File: src/rtl/matrix_slot_scanner_if.sv
// Scanner-side bundle: scan control, BRAM header read port and slot-pick handshake.
// The slave modport is the scanner's view; master is the operation selector / BRAM side.
interface matrix_slot_scanner_if #(
  parameter int NUM_SLOTS  = 8,
  parameter int ADDR_WIDTH = 14,
  parameter int DIM_WIDTH  = 8
);
  localparam int IW = $clog2(NUM_SLOTS);
  localparam int CW = $clog2(NUM_SLOTS + 1);

  logic                  start;
  logic [1:0]            match_mode;
  logic [DIM_WIDTH-1:0]  target_rows;
  logic [DIM_WIDTH-1:0]  target_cols;
  logic                  bram_rd_en;
  logic [ADDR_WIDTH-1:0] bram_addr;
  logic [31:0]           bram_data;
  logic                  busy;
  logic                  done;
  logic [NUM_SLOTS-1:0]  valid_mask;
  logic [CW-1:0]         match_count;
  logic                  pick_req;
  logic                  pick_valid;
  logic [IW-1:0]         pick_id;
  logic                  pick_none;

  modport slave (
    input  start, match_mode, target_rows, target_cols, bram_data, pick_req,
    output bram_rd_en, bram_addr, busy, done, valid_mask, match_count,
           pick_valid, pick_id, pick_none
  );

  modport master (
    output start, match_mode, target_rows, target_cols, bram_data, pick_req,
    input  bram_rd_en, bram_addr, busy, done, valid_mask, match_count,
           pick_valid, pick_id, pick_none
  );
endinterface

File: src/rtl/matrix_slot_scanner.sv
// Header scan of NUM_SLOTS matrix blocks into a match mask, plus one-slot pick.
// Define MATRIX_SCAN_RANDOM_PICK_EN to start picks at an LFSR-chosen slot instead of slot 0.
module matrix_slot_scanner #(
  parameter int NUM_SLOTS  = 8,
  parameter int BLOCK_SIZE = 1152,
  parameter int ADDR_WIDTH = 14,
  parameter int DIM_WIDTH  = 8,
  parameter int RD_LATENCY = 1
) (
  input  logic                 clk,
  input  logic                 rst,
  matrix_slot_scanner_if.slave bus
);
  localparam int IW = $clog2(NUM_SLOTS);
  localparam int CW = $clog2(NUM_SLOTS + 1);
  localparam logic [IW-1:0] LAST = IW'(NUM_SLOTS - 1);

  localparam logic [2:0] S_IDLE  = 3'd0;
  localparam logic [2:0] S_ISSUE = 3'd1;
  localparam logic [2:0] S_DRAIN = 3'd2;
  localparam logic [2:0] S_READY = 3'd3;
  localparam logic [2:0] S_PICK  = 3'd4;

  logic [2:0]                     state;
  logic [DIM_WIDTH-1:0]           tr, tc;
  logic [1:0]                     mode;
  logic [IW-1:0]                  issue_idx, cursor;
  logic [RD_LATENCY-1:0]          vld_pipe;
  logic [RD_LATENCY-1:0][IW-1:0]  idx_pipe;
  logic                           cap_vld, cap_match, nonempty, mode_ok, hit;
  logic [IW-1:0]                  cap_idx, start_slot, cur, nxt;
  logic [DIM_WIDTH-1:0]           hdr_rows, hdr_cols;
  logic                           unused_hdr;

  assign unused_hdr = ^bus.bram_data[15:0];
  assign cap_vld    = vld_pipe[RD_LATENCY-1];
  assign cap_idx    = idx_pipe[RD_LATENCY-1];
  assign bus.busy   = (state == S_ISSUE) || (state == S_DRAIN) || (state == S_PICK) || bus.done;

`ifdef MATRIX_SCAN_RANDOM_PICK_EN
  localparam logic [IW:0] NS = (IW+1)'(NUM_SLOTS);
  logic [15:0] lfsr;

  // Free-running so the pick start depends on when the request arrives.
  always_ff @(posedge clk) begin
    if (rst) lfsr <= 16'hACE1;
    else     lfsr <= {lfsr[14:0], lfsr[15] ^ lfsr[13] ^ lfsr[12] ^ lfsr[10]};
  end

  always_comb begin
    start_slot = lfsr[IW-1:0];
    if ({1'b0, lfsr[IW-1:0]} >= NS) start_slot = lfsr[IW-1:0] - IW'(NUM_SLOTS);
  end
`else
  assign start_slot = '0;
`endif

  always_comb begin
    hdr_rows = bus.bram_data[24 +: DIM_WIDTH];
    hdr_cols = bus.bram_data[16 +: DIM_WIDTH];
    nonempty = (hdr_rows != '0) && (hdr_cols != '0);
    mode_ok  = 1'b0;
    case (mode)
      2'd0:    mode_ok = (hdr_rows == tr) && (hdr_cols == tc);
      2'd1:    mode_ok = (hdr_rows == tr);
      2'd2:    mode_ok = (hdr_cols == tc);
      default: mode_ok = 1'b1;
    endcase
    cap_match = nonempty && mode_ok;
  end

  // The first probe happens on the request edge itself, so d=0 answers next cycle.
  always_comb begin
    cur = (state == S_PICK) ? cursor : start_slot;
    hit = bus.valid_mask[cur];
    nxt = (cur == LAST) ? '0 : cur + IW'(1);
  end

  always_ff @(posedge clk) begin
    if (rst) begin
      state           <= S_IDLE;
      tr              <= '0;
      tc              <= '0;
      mode            <= '0;
      issue_idx       <= '0;
      cursor          <= '0;
      vld_pipe        <= '0;
      idx_pipe        <= '0;
      bus.bram_rd_en  <= 1'b0;
      bus.bram_addr   <= '0;
      bus.done        <= 1'b0;
      bus.valid_mask  <= '0;
      bus.match_count <= '0;
      bus.pick_valid  <= 1'b0;
      bus.pick_id     <= '0;
      bus.pick_none   <= 1'b0;
    end else begin
      bus.done       <= 1'b0;
      bus.pick_valid <= 1'b0;
      bus.pick_none  <= 1'b0;

      vld_pipe[0] <= bus.bram_rd_en;
      idx_pipe[0] <= issue_idx;
      for (int i = 1; i < RD_LATENCY; i++) begin
        vld_pipe[i] <= vld_pipe[i-1];
        idx_pipe[i] <= idx_pipe[i-1];
      end

      if (cap_vld && cap_match) begin
        bus.valid_mask[cap_idx] <= 1'b1;
        bus.match_count         <= bus.match_count + CW'(1);
      end
      if (cap_vld && (cap_idx == LAST) && (state == S_DRAIN)) begin
        bus.done <= 1'b1;
        state    <= S_READY;
      end

      case (state)
        S_ISSUE: begin
          if (issue_idx == LAST) begin
            bus.bram_rd_en <= 1'b0;
            state          <= S_DRAIN;
          end else begin
            bus.bram_addr <= bus.bram_addr + ADDR_WIDTH'(BLOCK_SIZE);
            issue_idx     <= issue_idx + IW'(1);
          end
        end
        S_READY: begin
          if (bus.pick_req) begin
            if (bus.match_count == '0) begin
              bus.pick_none <= 1'b1;
            end else if (hit) begin
              bus.pick_valid <= 1'b1;
              bus.pick_id    <= cur;
            end else begin
              cursor <= nxt;
              state  <= S_PICK;
            end
          end
        end
        S_PICK: begin
          if (hit) begin
            bus.pick_valid <= 1'b1;
            bus.pick_id    <= cur;
            state          <= S_READY;
          end else begin
            cursor <= nxt;
          end
        end
        default: ;
      endcase

      // Start overrides everything above, including captures still in the delay line.
      if (bus.start) begin
        tr              <= bus.target_rows;
        tc              <= bus.target_cols;
        mode            <= bus.match_mode;
        issue_idx       <= '0;
        vld_pipe        <= '0;
        idx_pipe        <= '0;
        bus.bram_rd_en  <= 1'b1;
        bus.bram_addr   <= '0;
        bus.valid_mask  <= '0;
        bus.match_count <= '0;
        bus.done        <= 1'b0;
        bus.pick_valid  <= 1'b0;
        bus.pick_none   <= 1'b0;
        state           <= S_ISSUE;
      end
    end
  end
endmodule

File: src/flat_wrapper.sv
// flat-port wrapper written by rule: the top's interface ports become plain ports
module matrix_slot_scanner_flat 
#(
  parameter int NUM_SLOTS  = 8,
  parameter int BLOCK_SIZE = 1152,
  parameter int ADDR_WIDTH = 14,
  parameter int DIM_WIDTH  = 8,
  parameter int RD_LATENCY = 1
)
  (clk, rst, bus_start, bus_match_mode, bus_target_rows, bus_target_cols, bus_bram_data, bus_pick_req, bus_bram_rd_en, bus_bram_addr, bus_busy, bus_done, bus_valid_mask, bus_match_count, bus_pick_valid, bus_pick_id, bus_pick_none);
  matrix_slot_scanner_if #(.NUM_SLOTS(NUM_SLOTS), .ADDR_WIDTH(ADDR_WIDTH), .DIM_WIDTH(DIM_WIDTH)) bus_i ();
  input  logic clk;
  input  logic rst;
  input wire logic [$bits(bus_i.start)-1:0] bus_start;
  input wire logic [$bits(bus_i.match_mode)-1:0] bus_match_mode;
  input wire logic [$bits(bus_i.target_rows)-1:0] bus_target_rows;
  input wire logic [$bits(bus_i.target_cols)-1:0] bus_target_cols;
  input wire logic [$bits(bus_i.bram_data)-1:0] bus_bram_data;
  input wire logic [$bits(bus_i.pick_req)-1:0] bus_pick_req;
  output wire logic [$bits(bus_i.bram_rd_en)-1:0] bus_bram_rd_en;
  output wire logic [$bits(bus_i.bram_addr)-1:0] bus_bram_addr;
  output wire logic [$bits(bus_i.busy)-1:0] bus_busy;
  output wire logic [$bits(bus_i.done)-1:0] bus_done;
  output wire logic [$bits(bus_i.valid_mask)-1:0] bus_valid_mask;
  output wire logic [$bits(bus_i.match_count)-1:0] bus_match_count;
  output wire logic [$bits(bus_i.pick_valid)-1:0] bus_pick_valid;
  output wire logic [$bits(bus_i.pick_id)-1:0] bus_pick_id;
  output wire logic [$bits(bus_i.pick_none)-1:0] bus_pick_none;
  assign bus_i.start = bus_start;
  assign bus_i.match_mode = bus_match_mode;
  assign bus_i.target_rows = bus_target_rows;
  assign bus_i.target_cols = bus_target_cols;
  assign bus_i.bram_data = bus_bram_data;
  assign bus_i.pick_req = bus_pick_req;
  assign bus_bram_rd_en = bus_i.bram_rd_en;
  assign bus_bram_addr = bus_i.bram_addr;
  assign bus_busy = bus_i.busy;
  assign bus_done = bus_i.done;
  assign bus_valid_mask = bus_i.valid_mask;
  assign bus_match_count = bus_i.match_count;
  assign bus_pick_valid = bus_i.pick_valid;
  assign bus_pick_id = bus_i.pick_id;
  assign bus_pick_none = bus_i.pick_none;
  matrix_slot_scanner #(.NUM_SLOTS(NUM_SLOTS), .BLOCK_SIZE(BLOCK_SIZE), .ADDR_WIDTH(ADDR_WIDTH), .DIM_WIDTH(DIM_WIDTH), .RD_LATENCY(RD_LATENCY)) u_core (.clk(clk), .rst(rst), .bus(bus_i));
endmodule
File: config.mk
export PLATFORM = sky130hd
export DESIGN_NAME = matrix_slot_scanner_flat
export DESIGN_NICKNAME = d
export VERILOG_FILES = /design/src/rtl/matrix_slot_scanner_if.sv /design/src/rtl/matrix_slot_scanner.sv /design/src/flat_wrapper.sv
export SDC_FILE = /design/constraint.sdc
export NUM_CORES = 1
export LEC_CHECK = 0
export CAP_MARGIN = 40
export CORE_ASPECT_RATIO = 0.75
export CORE_MARGIN = 5
export CORE_UTILIZATION = 40
export CTS_BUF_LIST = sky130_fd_sc_hd__clkbuf_8
export CTS_CLUSTER_DIAMETER = 30
export DETAILED_ROUTE_END_ITERATION = 6
export GPL_TIMING_DRIVEN = 0
export PLACE_DENSITY = 0.78
export SLEW_MARGIN = 40
export SYNTH_ARGS = -nofsm -noshare
export SYNTH_HDL_FRONTEND = slang
export SYNTH_SLANG_ARGS = --single-unit
File: constraint.sdc
create_clock -name clk -period 2.3 [get_ports clk]
set_input_delay 0.46 -clock clk [delete_from_list [all_inputs] [get_ports clk]]
set_output_delay 0.46 -clock clk [all_outputs]
set_load 0.02 [all_outputs]
==> impl_summary.md <==
Synthesis
During synthesis, Yosys emitted a total of 0 warnings. The combined area of all synthesized cells is 2760 sq um. Synthesis produced 287 cells. In the synthesized netlist the dominant register cell turns out to be sky130_fd_sc_hd__dfxtp_1.

The number of synthesized flops with an enable pin is 0. In the synthesized netlist the async set-or-reset flop fraction comes to 0%. Counting instances in the post-synthesis netlist gives the leading cell types as sky130_fd_sc_hd__dfxtp_1, sky130_fd_sc_hd__nor2_1, sky130_fd_sc_hd__mux2i_1. Yosys instantiated no cell more often than sky130_fd_sc_hd__dfxtp_1. The sequential fraction of the synthesis area is 41.3%. By area the synthesized netlist is led by sky130_fd_sc_hd__dfxtp_1, sky130_fd_sc_hd__mux2i_1, sky130_fd_sc_hd__xor2_1. The distinct cell type count of the synthesized netlist is 51. The cell type contributing the most total cell area after synthesis is sky130_fd_sc_hd__dfxtp_1. The synthesized area per cell is 9.62 sq um. In this run, synthesis produced a sequential element count of 57. The proportion of netlist area held by the largest area contributor is 41.3%.

Clock network
Buffers added to address setup during post-CTS repair amount to 0. The H-tree generated during clock tree synthesis spans 3 levels. TritonCTS built the clock tree. The clock-pin transition on the worst setup and hold timing paths is 0.07 ns.

The clock insertion delay at the later pin of the skew report is 0.34 ns. The total CTS buffers is 9. The buffer type at the clock tree root is sky130_fd_sc_hd__clkbuf_8. Clock tree synthesis found a total of 57 sinks. No sink is reached through more buffers than the 2 on the longest clock path.

STA
After layout, the worst path uses 93.9% of the clock period. Setup violations remaining at the end of the flow were counted as 0. For this run, the top clock speed supported by timing is 463 MHz.

The max-slew violation total from the final report is 0. Across the routed clock network, the largest skew measured is 0.00731 ns. The worst pin sits at a relative slew slack of 58.2%.

For the pin with the worst max-slew slack, the measured transition is 0.624 ns. Counting I/O delays and the setup requirement, the final critical path takes 2.16 ns. Setup repair after global routing left no endpoint under its margin. The count of final hold-check violations is 0.

Global route
The remaining global-route overflow is 0. The met3 usage in global routing is 4.71%. The global-route wire length before repair is 11.7 mm. The met1 layer usage reported by global route is 21.7%. Global routing used 17.2% of the available tracks across all layers. The number of global-route vias before repair was 2,383. The initial antenna violation count is 0.

The met2 routing resource usage after global routing is 28.0%. The most used routing layer in global routing is met2. Entering global routing, the biggest net connects 12 pins.

Detailed routing
The number of DRC markers after the initial detailed-route iteration is 122. In this run the remaining antenna-violating nets after routing total 0. Dividing the detail-routed wire length by the instance count gives 15.2 um. Before antenna repair, the detailed router went through 4 iterations. The remaining routing DRC violations is 0. Across all layers, the routed design uses 2,362 vias. In the routed layout, each cell is associated on average with a via count of 5.17. The final routed wirelength across all metal layers is 6.93 mm.

Layout
At the end of the flow, the number of nets in the layout was 428. Measured on the finished design, the core utilization comes to 55.0%. Once layout is complete, the cells apart from fillers number 457. The area added between synthesis and finish is 34.9%.

In the final layout, the share of cells above drive strength 1 is 11.0%. The total inserted antenna cells is 0. After filler insertion, the fill cell instance count of the layout stands at 629. The register cell area after layout is 1140 sq um. The area occupied by multi-input gates is 1520 sq um.

Pwr
Of the total power, the clock network draws 42.0%. Combinational cells account for 11.2% of the total power. Across the VDD grid, the largest voltage drop is 0.336 mV. The part of the power in registers is 46.8%. The internal power is 1.64 mW.

The total net switching power is 567 uW. The power density over the cells is 592 nW/um^2. The analysis attributes to cell leakage a power of 1.48 nW. The switching power as a share of total power is 25.7%. Summing internal, switching and leakage power gives 2.21 mW.

Floorplanning
The area of the die is 8680 sq um. In this run the horizontal extent of the chip is 106 um. 88 I/O pins were placed. The die is 82.0 um tall. The floorplan step defined a core boundary enclosing 6770 sq um.

The initial core utilization is 40.8%. The floorplan has 26 rows.

Flow run
The tool flagged a number of max-cap violations equal to 0.

Setup path
The category of the most critical setup path is in -> reg. The peak fanout along the critical path is 9. The worst setup path is captured at a flip-flop. The worst setup path is launched from a primary input. At the worst endpoint, the arrival time is 2.44 ns. Data on the critical path is required at its endpoint by 2.58 ns. Setup slack on the worst reg-to-reg path comes out at 0.31 ns.

Status
The run finished with clean final reports.

Placement
The post-placement cell count is 441. The number of input and output port buffers inserted is 64. The half-perimeter wire length of the detailed placement result is 5.31 mm.

The weighted congestion reported at the end of routability-driven placement is 0.821.

Hold path
The path class of the tightest hold or removal check is reg -> reg.
worst max-delay path: stages:
cell and delay [ns]:
sky130_fd_sc_hd__clkdlybuf4s50_1 0.43, sky130_fd_sc_hd__xor2_1 0.17, sky130_fd_sc_hd__nor4_2 0.35, sky130_fd_sc_hd__a41oi_1 0.30, sky130_fd_sc_hd__nor3_4 0.47, sky130_fd_sc_hd__a32o_1 0.25
final cells by class:
class                   instances  share of cell area [%]
flip-flops and latches         57                    30.7
clock buffers                   9                    3.33
clock inverters                 7                    1.91
multi-input cells             212                    40.7
well taps                      84                    2.82
repair buffers                 64                    17.2
inverters                       6                   0.605
plain buffers                  18                    2.75
stage by stage:
stage / instance area, sq um / setup slack [ns] / hold WS, ns / setup TNS, ns
floorplan: 2780 / 0.546 / 0.456 / 0
global placement: 3530 / -0.107 / 0.463 / -0.813
detailed placement: 3530 / -0.189 / 0.474 / -1.49
CTS: 3720 / 0.166 / 0.486 / 0
global route: 3720 / 0.0216 / 0.510 / 0
finish: 3720 / 0.141 / 0.477 / 0
what timing repair did:
item,4_1_cts,5_1_grt
setup endpoints to repair,1,0
hold buffers,0,0
gates resized for setup,2,0
registers in the layout (all words and copies together), names as in the netlist, 2 cells and up:
name / cells
u_core.bus.valid_mask: 8
u_core.tc: 8
u_core.tr: 8
u_core.bus.bram_addr: 7
u_core.bus.match_count: 4
u_core.bus.pick_id: 3
u_core.cap_idx: 3
u_core.cursor: 3
u_core.issue_idx: 3
u_core.state: 3
u_core.mode: 2
final timing paths:
check | start | endpoint | depth (start not counted)
max | bus_bram_data[20] | u_core.bus.valid_mask[2] | 6
min | u_core.bus.pick_id[2] | u_core.bus.pick_id[2] | 2
max reg2reg | u_core.state[2] | u_core.cursor[2] | 5
min reg2reg | u_core.bus.pick_id[2] | u_core.bus.pick_id[2] | 2
cells in the final DEF (no fill, tap or decap), drive strengths merged, types with 4 or more instances in the layout:
| cell type | count |
|---|---|
| nand3 | 5 |
| xor2 | 18 |
| ha | 6 |
| nand2b | 4 |
| o21ai | 10 |
| and2 | 7 |
| inv | 8 |
| buf | 12 |
| a32o | 4 |
| a21oi | 9 |
| nor4 | 8 |
| nor2 | 35 |
| clkbuf | 15 |
| xnor2 | 7 |
| nor3 | 8 |
| a22o | 4 |
| conb | 7 |
| nor3b | 4 |
| nand2 | 14 |
| dfxtp | 57 |
| clkdlybuf4s50 | 63 |
| mux2i | 25 |
layer usage:
metal,wire (um),vias up,part of all wire [%]
li1,-,1172,-
met1,3260,1119,47
met2,3230,61,47
met3,327,10,4.7
met4,117,0,1.7
met5,0,-,0
power groups by stage:
stage / clock network [mW] / logic, mW / registers (mW)
final: 0.927 / 0.248 / 1.03
after global routing: 0.995 / 0.270 / 1.03
after CTS: 0.958 / 0.248 / 1.03
after detailed placement: 0 / 0.248 / 1.05
after global placement: 0 / 0.241 / 1.05
after floorplan: 0 / 0.137 / 1.05
cells by family (layout without fill, tap and decap cells):
logic type / after synthesis / after routing / share of synthesized area, %
AND/OR/NAND/NOR: 101 / 101 / 20.3
flip-flops: 57 / 57 / 41.3
AO/OA/AOI/OAI: 46 / 46 / 12.8
multiplexers: 27 / 27 / 10.3
XOR/XNOR: 25 / 25 / 7.93
buffers and inverters: 24 / 104 / 4.53
adder cells (fa/ha/maj): 6 / 6 / 2.72
other: 1 / 7 / 0.136
(Power assumes the default switching activity.)
